File: src/rtl/risc_pkg.sv
// Shared definitions for the back end of the pipeline.
// Holds the MEM/WB bundle layout, write-back control encodings and helpers.
// Contents: bundle width, field LSB positions, bundle struct, wb enum, wb_writes_reg().
package risc_pkg;

   localparam int WB_BUNDLE_W = 42;

   // LSB positions of each field within the 42-bit bundle
   localparam int WB_MEMDATA = 26;   // [41:26]
   localparam int WB_ALU     = 10;   // [25:10]
   localparam int WB_RD      = 7;    // [9:7]
   localparam int WB_RS      = 4;    // [6:4]
   localparam int WB_STK     = 2;    // [3:2]
   localparam int WB_CTL     = 0;    // [1:0]

   typedef enum logic [1:0] {
      WB_NONE    = 2'b00,
      WB_ALU_REG = 2'b01,
      WB_MEM_REG = 2'b10,
      WB_OUT     = 2'b11
   } wb_ctl_e;

   // Field order (MSB first) mirrors the LSB positions above
   typedef struct packed {
      logic [15:0] mem_data;
      logic [15:0] alu;
      logic [2:0]  rd;
      logic [2:0]  rs;
      logic [1:0]  stk;
      logic [1:0]  ctl;
   } wb_bundle_t;

   function automatic logic wb_writes_reg(input logic [1:0] ctl);
      return (ctl == WB_ALU_REG) || (ctl == WB_MEM_REG);
   endfunction

endpackage

File: src/rtl/mem_wb_register.sv
// MEM/WB pipeline register: stores the bundle plus valid and a committed (done) flag.
// Latency: one cycle, input captured on each posedge unless stalled or flushed.
// Backpressure: stall holds data/valid and marks a valid entry done so it commits once.
// Ports: clk, rst (sync, active-high), stall, flush, load_data/load_valid in; data/valid/done out.
module mem_wb_register
   import risc_pkg::*;
(
   input  logic                   clk,
   input  logic                   rst,
   input  logic                   stall,
   input  logic                   flush,
   input  logic [WB_BUNDLE_W-1:0] load_data,
   input  logic                   load_valid,
   output logic [WB_BUNDLE_W-1:0] data,
   output logic                   valid,
   output logic                   done
);

   always_ff @(posedge clk) begin
      if (rst) begin
         data  <= '0;
         valid <= 1'b0;
         done  <= 1'b0;
      end else if (flush) begin
         // flush beats stall: a held entry is dropped even if it never committed
         data  <= '0;
         valid <= 1'b0;
         done  <= 1'b0;
      end else if (stall) begin
         // the entry committed in the cycle before this hold began
         done  <= done | valid;
      end else begin
         data  <= load_data;
         valid <= load_valid;
         done  <= 1'b0;
      end
   end

endmodule

File: src/rtl/writeback_stage.sv
// Write-back stage: selects ALU/memory result, drives regfile write, forwarding and OutPort.
// Latency: bundle captured at edge N, write outputs during N..N+1, OutPort/count update at N+1.
// Backpressure: Stall holds the entry (forwarding stays valid, single commit); Flush loads a bubble.
// Ports: clk, rst, WritebackInput[41:0], InValid, Stall, Flush in; RegWrite*, Fwd*, OutPort, RetiredCount out.
module writeback_stage
   import risc_pkg::*;
#(
   parameter int CNT_W = 16
) (
   input  logic                   clk,
   input  logic                   rst,
   input  logic [WB_BUNDLE_W-1:0] WritebackInput,
   input  logic                   InValid,
   input  logic                   Stall,
   input  logic                   Flush,
   output logic                   RegWrite,
   output logic [2:0]             RegWriteAddr,
   output logic [15:0]            RegWriteData,
   output logic                   FwdValid,
   output logic [2:0]             FwdAddr,
   output logic [15:0]            FwdData,
   output logic [15:0]            OutPort,
   output logic [CNT_W-1:0]       RetiredCount
);

   logic [WB_BUNDLE_W-1:0] data;
   logic                   valid;
   logic                   done;
   wb_bundle_t             ent;
   logic                   fire;
   logic                   writes_reg;
   logic                   unused_fields;

   mem_wb_register u_mem_wb (
      .clk        (clk),
      .rst        (rst),
      .stall      (Stall),
      .flush      (Flush),
      .load_data  (WritebackInput),
      .load_valid (InValid),
      .data       (data),
      .valid      (valid),
      .done       (done)
   );

   assign ent        = wb_bundle_t'(data);
   assign fire       = valid & ~done;
   assign writes_reg = wb_writes_reg(ent.ctl);

   // source and stack fields ride along but are not consumed here
   assign unused_fields = ^{ent.rs, ent.stk};

   assign RegWrite     = fire & writes_reg;
   assign RegWriteAddr = ent.rd;
   assign RegWriteData = (ent.ctl == WB_MEM_REG) ? ent.mem_data : ent.alu;

   // forwarding tracks the held entry, not the commit pulse
   assign FwdValid = valid & writes_reg;
   assign FwdAddr  = RegWriteAddr;
   assign FwdData  = RegWriteData;

   always_ff @(posedge clk) begin
      if (rst) begin
         OutPort      <= '0;
         RetiredCount <= '0;
      end else begin
         if (fire && (ent.ctl == WB_OUT))
            OutPort <= ent.alu;
         if (fire && (RetiredCount != {CNT_W{1'b1}}))
            RetiredCount <= RetiredCount + {{(CNT_W-1){1'b0}}, 1'b1};
      end
   end

endmodule

File: config.mk
export PLATFORM = sky130hd
export DESIGN_NAME = writeback_stage
export DESIGN_NICKNAME = d
export VERILOG_FILES = /design/src/rtl/risc_pkg.sv /design/src/rtl/mem_wb_register.sv /design/src/rtl/writeback_stage.sv
export SDC_FILE = /design/constraint.sdc
export NUM_CORES = 1
export LEC_CHECK = 0
export BUFFER_PORTS_ARGS = -buffer_cell sky130_fd_sc_hd__buf_2
export CAP_MARGIN = 20
export CORE_MARGIN = 5
export CORE_UTILIZATION = 53
export CTS_CLUSTER_DIAMETER = 30
export DETAILED_ROUTE_END_ITERATION = 12
export MAX_ROUTING_LAYER = met4
export PLACE_DENSITY = 0.85
export SLEW_MARGIN = 20
export SYNTH_ARGS = -nofsm -noshare
export SYNTH_HDL_FRONTEND = slang
export SYNTH_SLANG_ARGS = --single-unit
File: constraint.sdc
create_clock -name clk -period 4.75 [get_ports clk]
set_clock_uncertainty 0.15 [all_clocks]
set_input_delay 0.475 -clock clk [delete_from_list [all_inputs] [get_ports clk]]
set_output_delay 0.475 -clock clk [all_outputs]
set_load 0.05 [all_outputs]
=== Word-level counts from Yosys, hierarchy flattened ===
Index checks and enable logic that the tools add are counted.

* $add $sub $neg: 1
* Eq/ne operators: 4
* Mux-type cells: 1
* Bitwise operators: 6
* Reduce and logical (&&, ||, !) cells: 5

{| class="wikitable"
|+ Operator list
! kind !! count
|-
| adder 16 x 1 -> 16 bit, second input constant || 1
|-
| two-way mux 16 bit || 1
|-
| inequality test 16 bit, second input constant || 1
|-
| equality test 2 bit, second input constant || 2
|-
| bitwise AND 1 bit || 3
|-
| OR reduction 3 bit || 1
|-
| equality test 2 x 1 -> 1 bit, second input constant || 1
|-
| logical AND 1 bit || 2
|-
| NOT 1 bit || 2
|-
| OR reduction 2 bit || 1
|-
| logical OR 1 bit || 1
|-
| OR 1 bit || 1
|}

* Bits in registers: 76
* Input bits: 47
* Output and inout bits: 72
* Logic and storage cells: 22

=== Depth between registers and ports, before layout ===
Gate-level depths: netlist of the first run.

* Depth in word-level cells: 3
* Gate-level depth with buffers: 6
* Gate-level depth less buffers: 5

=== By module ===
Synthesis of the first run repeated with hierarchy kept, for this count alone.

* Cell total of the unflattened synthesis: 351
* Area, all modules: 3403.3 um^2

{| class="wikitable"
|+ Modules (own cells, without submodules)
! module !! times used !! cells each !! area each (um^2) !! seq. area each (um^2)
|-
| writeback_stage || 1 || 208 || 1786.7 || 640.6
|-
| mem_wb_register || 1 || 143 || 1616.6 || 880.8
|}

=== Least setup slack after synthesis of the first run ===
No wires, ideal clock.

* Path kind: reg2out
* Start: reg u_mem_wb.data[0]
* End: out RegWrite
* Data arrival time: 1.887 ns
* Data required time: 4.125 ns
* Setup slack: 2.238 ns
* Cell stages (with the launch flop): 5
* Buffers on the path: 0
* Cell sequence: dfxtp_1 > inv_1 > ha_1 > nor2b_1 > and2b_1

* Cells in the longest elaborated chain, start to end: 3
* Elaborated cells on any way between the ends: 4
* Those cells by class: eq/ne: 2; bitwise: 1; reduce/logical: 1

{| class="wikitable"
|+ Ends and longest elaborated chain
! element !! line !! source
|-
| start: declaration || mem_wb_register.sv:14 || <nowiki>output logic [WB_BUNDLE_W-1:0] data,</nowiki>
|-
| start signal: assignment || mem_wb_register.sv:33 || <nowiki>data <= load_data;</nowiki>
|-
| equality test 2 x 1 -> 1 bit or equality test 2 bit (tied branches) || risc_pkg.sv:34 || <nowiki>return (ctl == WB_ALU_REG) || (ctl == WB_MEM_REG);</nowiki>
|-
| logical OR 1 bit (*) || risc_pkg.sv:34 ||
|-
| bitwise AND 1 bit (*) || writeback_stage.sv:53 || <nowiki>assign RegWrite = fire & writes_reg;</nowiki>
|-
| end: declaration || writeback_stage.sv:16 || <nowiki>output logic RegWrite,</nowiki>
|}

Mark *: on every way between the ends. The rest lies on a longest branch, timed or not.

=== Worst setup path after layout of the first run ===
* Start: reg u_mem_wb.data[0]
* End: out FwdData[4]

* Cells in the longest elaborated chain, start to end: 2

{| class="wikitable"
|+ Ends and longest elaborated chain
! element !! line !! source
|-
| equality test 2 bit || writeback_stage.sv:55 || <nowiki>assign RegWriteData = (ent.ctl == WB_MEM_REG) ? ent.mem_data : ent.alu;</nowiki>
|-
| two-way mux 16 bit || writeback_stage.sv:55 ||
|-
| end: declaration || writeback_stage.sv:21 || <nowiki>output logic [15:0] FwdData,</nowiki>
|}

Every way passes these cells.

==> results.txt, run 1 <==
----------------------------------------------------
[Run status]
  Outcome ... completed

[Routing]
  Post-detailed-route count of antenna-violating nets ... 0
  Post-DR wirelength/cell ... 14.2 um
  Number of DRC violations after detailed-routing iteration 0 ... 165
  Number of detailed-route iterations in the first pass ... 4
  DRC viols ... 0
  Post-detailed-route via-to-cell ratio ... around 5.2
  DR vias ... 2629
  Final routed wirelength across all metal layers ... 7170 um

[STA]
  Count of final hold-check violations ... 0
  Headroom to the max-slew limit ... 26.0%
  Summed negative setup slack over all endpoints ... 0 ns
  Total of endpoints with negative setup slack in the final report ... 0
  Number of max-slew violations in the final report ... 0
  Achievable clock frequency ... 380 MHz
  Shortest period the worst path allows ... ~2.6 ns
  Final Cycle Share ... 55.3%
  Worst Max-Slew Pin Slew ... 1.11 ns
  Setup repair after global routing missed its margin ... no

[Logic synthesis]
  Simple logic cell fraction of the synthesized area ... ~19%
  Largest family of logic cells by synthesized area ... simple AND/OR/NAND/NOR gates
  Average instance area after synthesis ... 9.40 um2
  Complex-gate fraction of the synthesized area ... 8.09%
  Xor/xnor cell area share of the yosys netlist ... 0%
  Proportion of netlist area held by the largest area contributor ... between 40 and 50%
  Count of warnings emitted by yosys ... 0
  Top cells by area in the synthesized netlist ... sky130_fd_sc_hd__dfxtp_1, sky130_fd_sc_hd__mux2i_1, sky130_fd_sc_hd__mux2_2
  Multiplexer share of the synthesized area ... 19.1%
  Number of nets produced by synthesis ... 392
  Number of flip-flops and latches in the synthesized netlist ... 71
  Post-Synthesis Cells ... 342
  Adder-Cell Fraction of Synth Area ... between 1 and 1.5%
  Cell taking the most area after synthesis ... sky130_fd_sc_hd__dfxtp_1
  Netlist Area Pre-Place ... 0.00322 mm2
  Part of the Yosys area used for sequential elements ... between 40% and 50%
  Number of library cell types mapped by synthesis ... 40

[CTS]
  Number of levels the H-tree was split into ... 3
  Clock-pin transition on the worst setup and hold timing paths ... 0.07 ns
  Clk_lat worst skew ... ~0.33 ns
  Clock tree from TritonCTS ... done
  Maximum count of clock buffers along a single path ... 2
  CTS-repair resized insts ... 0
  Total clock buffers created by CTS ... 9
  Setup fix buffers added after clock tree synthesis ... 0
  Cts-stage hold buffer count ... 0
  Clock root cell ... sky130_fd_sc_hd__clkbuf_8
  Count of clock tree sinks ... 71

[GRT]
  Vias in the first global route ... 2436
  Largest net degree at the start of global routing ... 40
  Global-route wire length before repair ... 11500 um
  Initial antenna violation count ... 0
  GRT Total Usage ... 19.4%
  Overflow after GRT ... 0

[Floorplanning]
  Die outline area ... 0.00772 mm2
  Starting Density ... 54.3%
  Die width ... between 80 and 90 um
  Die Height ... 87.9 um
  Core area ... 0.00592 mm2
  Site row count ... 28
  I/O pin total ... 119

[Setup path]
  Critical Path RT ... 4.12 ns
  Category of the worst setup path launch point ... flop
  Series of cell instances along the critical path ... inv_1 -> ha_1 -> mux2_2 -> buf_2
  Critical setup path kind ... flop to output pin
  CP arrival ... 2.00 ns
  CP Buf/Inv Count ... 2
  Kind of cell with the highest combined delay on the critical path ... adder cells
  Critical path capture point type ... output pin
  Largest stage delay on the critical path ... 0.64 ns
  Worst-path fanout max ... 16
  Slowest CP cell ... sky130_fd_sc_hd__ha_1

[Power and ir drop]
  Peak supply drop ... between 0.2 and 0.3 mV
  Overall power of the completed layout ... 1170 uW
  Leakage power ... 0.00182 uW
  Power density relative to cell area ... 307 mW/mm2

[Cells and area]
  Final Net Count ... 475
  Final cell utilization of the core ... 64.2%
  Final non-filler cell area ... 0.00380 mm2
  Layout cell share with drive strength beyond 1 ... 36.5%
  Layout-stage area growth over the synthesis result ... 18.1%
  N_diodes ... 0

[Placement]
  Final estimated routing congestion in global placement ... 0.836
  Placed Instance Area ... between 0.003 and 0.004 mm2
  HPWL after DPL ... just over 5000 um
  Number of port buffers ... 113

[Job]
  Number of max-cap violations ... 0

[Worst hold path]
  Hold Path Class ... input pin to flop

----------------------------------------------------
[metal layers]
metal | vias to the layer above | GRT usage, % | part of all wire, %
li1 | 1317 | - | -
met1 | 1214 | 25.4 | 45
met4 | 0 | 7.25 | 1.5
met5 | - | - | 0
met3 | 10 | 4.52 | 5.5
met2 | 88 | 29.2 | 48
[final timing paths]
check / start / to / slack (ns) / cells past startpoint
max reg2reg: RetiredCount[0] / RetiredCount[0] / 2.41 / 5
min reg2reg: OutPort[14] / OutPort[14] / 0.31 / 2
min: InValid / u_mem_wb.valid / 0.22 / 3
max: u_mem_wb.data[0] / FwdData[4] / 2.12 / 4
[placed cells by master (no fill, tap or decap), types with 2 or more instances in the layout]
cell type | synthesis | routed
sky130_fd_sc_hd__mux2_1 | 3 | 3
sky130_fd_sc_hd__o311a_1 | 2 | 2
sky130_fd_sc_hd__or4_1 | 4 | 4
sky130_fd_sc_hd__nor2_1 | 44 | 44
sky130_fd_sc_hd__and2_1 | 2 | 2
sky130_fd_sc_hd__nand2_1 | 43 | 43
sky130_fd_sc_hd__dfxtp_1 | 71 | 71
sky130_fd_sc_hd__nor2b_1 | 7 | 7
sky130_fd_sc_hd__nand3_1 | 2 | 2
sky130_fd_sc_hd__mux2i_1 | 39 | 39
sky130_fd_sc_hd__buf_2 | 6 | 113
sky130_fd_sc_hd__clkbuf_8 | 0 | 11
sky130_fd_sc_hd__a21oi_1 | 23 | 23
sky130_fd_sc_hd__o21bai_1 | 2 | 2
sky130_fd_sc_hd__o21ai_0 | 3 | 3
sky130_fd_sc_hd__nand4_1 | 4 | 4
sky130_fd_sc_hd__nand4_4 | 2 | 2
sky130_fd_sc_hd__nor3_1 | 3 | 3
sky130_fd_sc_hd__a2111oi_2 | 2 | 2
sky130_fd_sc_hd__mux2_2 | 17 | 17
sky130_fd_sc_hd__and4_4 | 2 | 2
sky130_fd_sc_hd__o21ai_1 | 3 | 3
sky130_fd_sc_hd__ha_1 | 3 | 3
sky130_fd_sc_hd__or3_1 | 3 | 3
sky130_fd_sc_hd__clkinv_2 | 0 | 4
sky130_fd_sc_hd__o31ai_1 | 3 | 3
sky130_fd_sc_hd__inv_1 | 3 | 3
[cell families after synthesis]
kind of cell               after synthesis
muxes                                   59
adders and majority gates                3
AOI/OAI and AO/OA                       41
and+or+nand+nor                        124
buffers and inverters                   44
DFF                                     71
[flip-flops by register name (all words and copies together) (netlist names)]
name and count:
OutPort 16, RetiredCount 16, u_mem_wb.data 37, u_mem_wb.done 1, u_mem_wb.valid 1
[per-stage QoR]
| stage | hold WS [ns] | std cells | worst slack (ns) |
|---|---|---|---|
| finish | 0.222 | 505 | 2.12 |
| global placement | 0.290 | 489 | 2.47 |
| detailed placement | 0.293 | 489 | 2.42 |
| CTS | 0.213 | 505 | 2.10 |
| global route | 0.209 | 505 | 2.01 |
| floorplan | 0.292 | 342 | 2.24 |
[cell usage after synthesis, drive strengths merged]
cell type	n
ha	3
a211oi	1
dfxtp	71
or2	1
and4b	1
and2b	2
or4	4
clkbuf	11
o31ai	3
nand3	3
nand4	6
a2111oi	2
and2	2
mux2i	39
buf	30
inv	3
o211a	1
o21ba	1
and4	3
nand2	44
o311a	2
o21ai	6
nor2b	7
nor3	3
o21bai	2
a21oi	23
or3	3
nor2	44
nor4	1
mux2	20
[area by class of cell]
| cell class | count | area, um2 |
|---|---|---|
| Clock buffer | 12 | 155 |
| Clock inverter | 4 | 20.0 |
| Fill cell | 494 | 2120 |
| Inverter | 3 | 11.3 |
| Multi-Input combinational cell | 227 | 1530 |
| Sequential cell | 71 | 1420 |
| Tap cell | 75 | 93.8 |
| Timing Repair Buffer | 113 | 566 |
[power by group]
part           leakage (uW)  internal (uW)  switching [uW]
sequential         0.000575            606            8.19
clock             0.0000959            215             210
combinational       0.00115           43.9            83.3
[worst min-delay path: stages]
cell	delay (ns)
sky130_fd_sc_hd__buf_2	0.07
sky130_fd_sc_hd__mux2i_1	0.05
sky130_fd_sc_hd__nor2_1	0.07
Note: power is estimated with default switching activity, not from simulation.
==> run 2, diff against run 1 <==
Settings changed: CORE_UTILIZATION 53 to 49, PLACE_DENSITY 0.85 to 0.79.
Clock period 4.75 ns to 2.6 ns, I/O delays scaled along.
==> run 2 against run 1 <==
  * Power rose by 110%
  * Die area rose by 7.2%
  * Via count rose by 0.34%
  * Combinational power rose by 98%
  * Sequential power rose by 82%
  * Worst hold slack got worse by 0.21 ns
  * Critical path depth rose by 1
==> results.txt, run 2 (synthesis gave the netlist of run 1 again) <==
----------------------------------------------------
[Run status]
  Outcome ... completed

[STA]
  Count of final hold-check violations ... 0
  Headroom to the max-slew limit ... roughly half
  Number of max-slew violations in the final report ... 0
  Achievable clock frequency ... roughly 470 MHz
  Worst path setup slack after routing ... 0.460 ns
  Setup repair after global routing missed its margin ... no
  Summed negative setup slack over all endpoints ... 0 ns
  Shortest period the worst path allows ... 2.14 ns
  Worst Max-Slew Pin Slew ... 0.730 ns
  Final Cycle Share ... 82.3%
  Total of endpoints with negative setup slack in the final report ... 0

[Setup path]
  Number of cell instances on the worst register-to-register path ... 5
  Series of cell instances along the critical path ... inv_1 -> ha_1 -> buf_4 -> mux2_2 -> buf_2
  CP arrival ... 1.73 ns
  Worst R2R End ... RetiredCount[10]
  CP Buf/Inv Count ... 3
  R2r setup slk ... 0.63 ns
  Critical path capture point type ... output pin
  Critical Path RT ... approximately 2.2 ns
  Reg2Reg Launch Point ... RetiredCount[0]
  Category of the worst setup path launch point ... flop
  Kind of cell with the highest combined delay on the critical path ... buffers and inverters
  Slowest CP cell ... sky130_fd_sc_hd__mux2_2
  Critical setup path kind ... flop to output pin
  Largest stage delay on the critical path ... 0.39 ns
  WP depth ... 5
  Worst-path fanout max ... 16

[Floorplanning]
  Die outline area ... slightly above 0.008 mm2
  Starting Density ... 50.6%
  Site row count ... 29
  Core area ... 0.00635 mm2
  I/O pin total ... 119
  Die width ... 91.0 um
  Die Height ... 91.0 um

[Placement]
  Number of port buffers ... roughly 110
  Pre-CTS setup slack ... 0.636 ns
  Final estimated routing congestion in global placement ... 0.895
  Placed Instance Area ... about 0.0037 mm2
  HPWL after DPL ... 5240 um

[Routing]
  DR vias ... between 2000 and 3000
  Final routed wirelength across all metal layers ... around 7500 um
  Post-DR wirelength/cell ... 14.3 um
  Post-detailed-route via-to-cell ratio ... 5.04
  Number of DRC violations after detailed-routing iteration 0 ... 152
  Post-detailed-route count of antenna-violating nets ... 0
  Number of detailed-route iterations in the first pass ... 4
  DRC viols ... 0

[Cells and area]
  Highest-count cells in the layout ignoring fill and taps ... sky130_fd_sc_hd__buf_2, sky130_fd_sc_hd__dfxtp_1, sky130_fd_sc_hd__nor2_1
  Register with the most flip-flops ... u_mem_wb.data
  Largest registers ... u_mem_wb.data: 37 flops, OutPort: 16 flops, RetiredCount: 16 flops
  Flip-flop count of the largest register, all copies and words added ... 37
  Final non-filler cell area ... a little over 0.004 mm2
  N_diodes ... 0
  Fill cell instance count of the final layout ... 521
  Final Net Count ... slightly below 500
  Layout-stage area growth over the synthesis result ... 25.4%
  Layout cell share with drive strength beyond 1 ... 36.3%
  Most common library cell in the layout ignoring fill and taps ... sky130_fd_sc_hd__buf_2

[CTS]
  Setup fix buffers added after clock tree synthesis ... 0
  Total clock buffers created by CTS ... 9
  Clock tree from TritonCTS ... done
  Clock root cell ... sky130_fd_sc_hd__clkbuf_8
  Maximum count of clock buffers along a single path ... 2
  Clk_lat worst skew ... 0.33 ns
  Count of clock tree sinks ... 71
  Number of levels the H-tree was split into ... 3
  Clock-pin transition on the worst setup and hold timing paths ... 0.08 ns

[GRT]
  Vias in the first global route ... ~2400
  Global-route wire length before repair ... 12000 um
  Overflow after GRT ... 0
  Most heavily used metal layer in global routing ... met2
  M2 GR Usage ... 27.4%
  GRT Total Usage ... 18.2%
  Global routing met3 resource utilization ... under 10%
  Largest net degree at the start of global routing ... 40
  Met1 Usage GRT ... 23.5%
  Initial antenna violation count ... 0

[Worst hold path]
  Hold Crit Start ... WritebackInput[36]
  Hold Path Class ... input pin to flop
  Destination of the worst hold path ... u_mem_wb.data[36]
  Depth of the worst hold-timing path ... 3

[Power and ir drop]
  Psw ... 577 uW
  Peak supply drop ... 0.402 mV
  Overall power of the completed layout ... 2440 uW
  Net switching share of the total power ... 23.7%
  Proportion of power drawn by flip-flops and latches ... between 40% and 50%
  Power density relative to cell area ... 605 mW/mm2
  Proportion of power drawn by combinational gates ... 10.3%
  Share of power burned in the clock network ... between 40 and 50%
  Leakage power ... 0.00192 uW
  Internal power ... 1860 uW

[Job]
  Number of max-cap violations ... 0

----------------------------------------------------
run 2: tightest hold or removal path: cells and delay by family:
family | cells | cell delay (ns)
buffers and inverters | 1 | 0.07
muxes | 1 | 0.05
and+or+nand+nor | 1 | 0.07
run 2: per-layer routing:
metal,vias to the layer above,share of wire (%),routed length [um]
met5,-,0,0
met4,0,1.2,91
met3,7,5.6,422
met2,77,48,3590
met1,1201,45,3400
li1,1353,-,-
run 2: stage by stage:
| step | util (%) | instances | hold WS [ns] |
|---|---|---|---|
| 2_1_floorplan | - | 342 | 0.254 |
| 3_3_place_gp | 57.8 | 495 | 0.295 |
| 3_5_place_dp | 57.8 | 495 | 0.296 |
| 4_1_cts | 63.4 | 522 | 0.000373 |
| 5_1_grt | 63.5 | 523 | 0.00274 |
| 6_report | 63.5 | 523 | 0.00734 |
run 2: worst max path at each step:
stage	start	to	slack [ns]
final	u_mem_wb.data[0]	FwdData[12]	0.46
after global routing	u_mem_wb.data[0]	FwdData[15]	0.35
after CTS	u_mem_wb.data[0]	FwdData[12]	0.44
after detailed placement	RetiredCount[0]	RetiredCount[10]	0.64
after global placement	RetiredCount[0]	RetiredCount[10]	0.68
after floorplan	u_mem_wb.data[0]	RegWrite	0.30
run 2: power groups by stage:
| stage | combinational [uW] | clock, uW | sequential [uW] |
|---|---|---|---|
| after floorplan | 184 | 0 | 1140 |
| after global placement | 235 | 0 | 1150 |
| after CTS | 250 | 1080 | 1120 |
| after global routing | 266 | 1140 | 1120 |
| final | 251 | 1070 | 1120 |
| after detailed placement | 236 | 0 | 1150 |
run 2: cell type report:
| cell class | instances | area [um2] | area share (%) |
|---|---|---|---|
| multi-input cells | 227 | 1530 | 38.0 |
| flip-flops and latches | 71 | 1420 | 35.2 |
| repair buffers | 129 | 728 | 18.1 |
| clock buffers | 10 | 138 | 3.41 |
| clock inverters | 6 | 108 | 2.67 |
| well taps | 77 | 96.3 | 2.39 |
| inverters | 3 | 11.3 | 0.279 |
run 2: repair_timing:
action | 4_1_cts | 5_1_grt
endpoints found under the hold margin | 11 | 1
hold buffers | 11 | 1
gates resized for setup | 0 | 0
==> run 3, diff against run 2 <==
Clock period 2.6 ns to 2.1 ns, I/O delays scaled along.
==> run 3 against run 2 <==
  * Sequential cell count stayed put
  * Global-route usage increased by 3.2 points
  * Critical endpoint is now RegWriteData[8]
  * Critical path depth did not move
  * Core utilization increased by 4.1 points
  * Setup slack worse by 0.41 ns
  * Largest cell class unchanged
  * Count of clock-buffer cells in the layout grew 1
==> results.txt, run 3 (synthesis gave the netlist of run 1 again) <==
----------------------------------------------------
[Run status]
  Outcome ... completed

[STA]
  Setup repair after global routing missed its margin ... no
  Total of endpoints with negative setup slack in the final report ... 0
  Final Cycle Share ... between 90 and 100%
  Achievable clock frequency ... ~490 MHz
  Number of max-slew violations in the final report ... 0
  Headroom to the max-slew limit ... about half
  Worst Max-Slew Pin Slew ... 0.745 ns
  Count of final hold-check violations ... 0
  Shortest period the worst path allows ... between 2 and 2.5 ns
  Summed negative setup slack over all endpoints ... 0 ns

[Floorplanning]
  Site row count ... 29
  Core area ... 0.00635 mm2
  Starting Density ... between 50% and 60%
  Die width ... around 91 um
  Die Height ... 91.0 um
  I/O pin total ... about 120
  Die outline area ... 0.00828 mm2

[Cells and area]
  Most common library cell in the layout ignoring fill and taps ... sky130_fd_sc_hd__buf_2
  Layout cell share with drive strength beyond 1 ... 35.2%
  Flip-flop count of the largest register, all copies and words added ... 37
  Layout-stage area growth over the synthesis result ... 33.5%
  Highest-count cells in the layout ignoring fill and taps ... sky130_fd_sc_hd__buf_2, sky130_fd_sc_hd__dfxtp_1, sky130_fd_sc_hd__nor2_1
  Largest registers ... u_mem_wb.data: 37 flops, OutPort: 16 flops, RetiredCount: 16 flops
  Register with the most flip-flops ... u_mem_wb.data
  Final Net Count ... a little over 500
  Final non-filler cell area ... 0.00429 mm2

[Routing]
  Post-detailed-route count of antenna-violating nets ... 0
  Post-DR wirelength/cell ... 16.0 um
  Number of DRC violations after detailed-routing iteration 0 ... 149
  Number of detailed-route iterations in the first pass ... 5
  DR vias ... 2904
  Post-detailed-route via-to-cell ratio ... 5.27
  DRC viols ... 0
  Final routed wirelength across all metal layers ... 8800 um

[Setup path]
  Critical setup path kind ... flop to output pin
  Category of the worst setup path launch point ... flop
  Worst-path fanout max ... 16
  Reg2Reg Launch Point ... RetiredCount[0]
  Critical Path RT ... between 1.5 and 2 ns
  Crit path launch ... u_mem_wb.data[0]
  CP arrival ... 1.69 ns
  Critical path capture point type ... output pin

[CTS]
  Clk_lat worst skew ... 0.34 ns
  Clock root cell ... sky130_fd_sc_hd__clkbuf_8
  Total clock buffers created by CTS ... 9
  Clock-pin transition on the worst setup and hold timing paths ... 0.07 ns
  Setup fix buffers added after clock tree synthesis ... 0
  Clock tree from TritonCTS ... done
  Count of clock tree sinks ... 71
  Number of levels the H-tree was split into ... 3
  Maximum count of clock buffers along a single path ... 2

[Worst hold path]
  Hold Path Class ... input pin to flop
  Hold Crit Start ... Stall

[Placement]
  Number of port buffers ... ~110
  HPWL after DPL ... between 5000 and 6000 um
  Final estimated routing congestion in global placement ... 0.916
  Placed Instance Area ... between 0.003 and 0.004 mm2

[GRT]
  Global-route wire length before repair ... 14100 um
  Vias in the first global route ... 2833
  GRT Total Usage ... 21.5%
  Initial antenna violation count ... 2
  Overflow after GRT ... 0
  Largest net degree at the start of global routing ... 40

[Power and ir drop]
  Power density relative to cell area ... 689 mW/mm2
  Peak supply drop ... ~0.50 mV
  Leakage power ... 0.00202 uW

[Job]
  Number of max-cap violations ... 0

----------------------------------------------------
[run 3: cell types whose count changed in the layout (fill, tap and decap cells not counted), moves of 2 or more]
cell | previous run | this run
sky130_fd_sc_hd__dlygate4sd3_1 | 12 | 38
sky130_fd_sc_hd__dfxtp_1 | 71 | 67
sky130_fd_sc_hd__dfxtp_2 | 0 | 4
sky130_fd_sc_hd__diode_2 | 0 | 2
[run 3: per-layer routing]
| metal | GRT usage [%] | vias up | wire length, um |
|---|---|---|---|
| li1 | - | 1404 | - |
| met1 | 24.4 | 1355 | 3550 |
| met2 | 34.6 | 109 | 4360 |
| met3 | 6.12 | 36 | 546 |
| met4 | 10.6 | 0 | 347 |
| met5 | - | - | 0 |
[run 3: final cells by class]
class | instances | area [um2]
Antenna cell | 2 | 5.00
Clock buffer | 11 | 141
Clock inverter | 5 | 81.3
Fill cell | 486 | 2060
Inverter | 3 | 11.3
Multi-Input combinational cell | 227 | 1530
Sequential cell | 71 | 1430
Tap cell | 77 | 96.3
Timing Repair Buffer | 155 | 996
[run 3: worst paths after layout]
check / to / slack, ns / depth (start not counted)
setup / recovery: RegWriteData[8] / 0.05 / 5
hold / removal: u_mem_wb.done / 0.19 / 3
setup reg to reg: RetiredCount[10] / 0.17 / 5
hold reg to reg: OutPort[13] / 0.30 / 2
[run 3: critical path: stages (launching register included)]
cell and delay (ns):
sky130_fd_sc_hd__dfxtp_1 0.33, sky130_fd_sc_hd__inv_1 0.06, sky130_fd_sc_hd__ha_1 0.17, sky130_fd_sc_hd__buf_8 0.18, sky130_fd_sc_hd__mux2_2 0.38, sky130_fd_sc_hd__buf_2 0.23
[run 3: metrics by stage]
stage                     setup slack (ns)  cells  utilization (%)  total power (uW)  hold slack [ns]
after floorplan                     0.0142    342                -              1650            0.204
after global placement               0.238    495             57.9              1710            0.291
after detailed placement             0.215    495             57.9              1710            0.296
after CTS                           0.0389    549             67.4              2970            0.178
after global routing               0.00285    551             67.6              3070            0.183
final                               0.0489    551             67.6              2960            0.189
[run 3: repair_timing]
item	CTS	global route
hold endpoints to repair	38	0
resized for setup	1	1
setup endpoints to repair	2	1
hold buffers	38	0
cloned	0	0
[run 3: power by group]
group,total [uW],leakage (uW),switching (uW),internal (uW)
clock,1210,0.000110,505,702
sequential,1390,0.000577,19.2,1370
combinational,360,0.00134,210,150
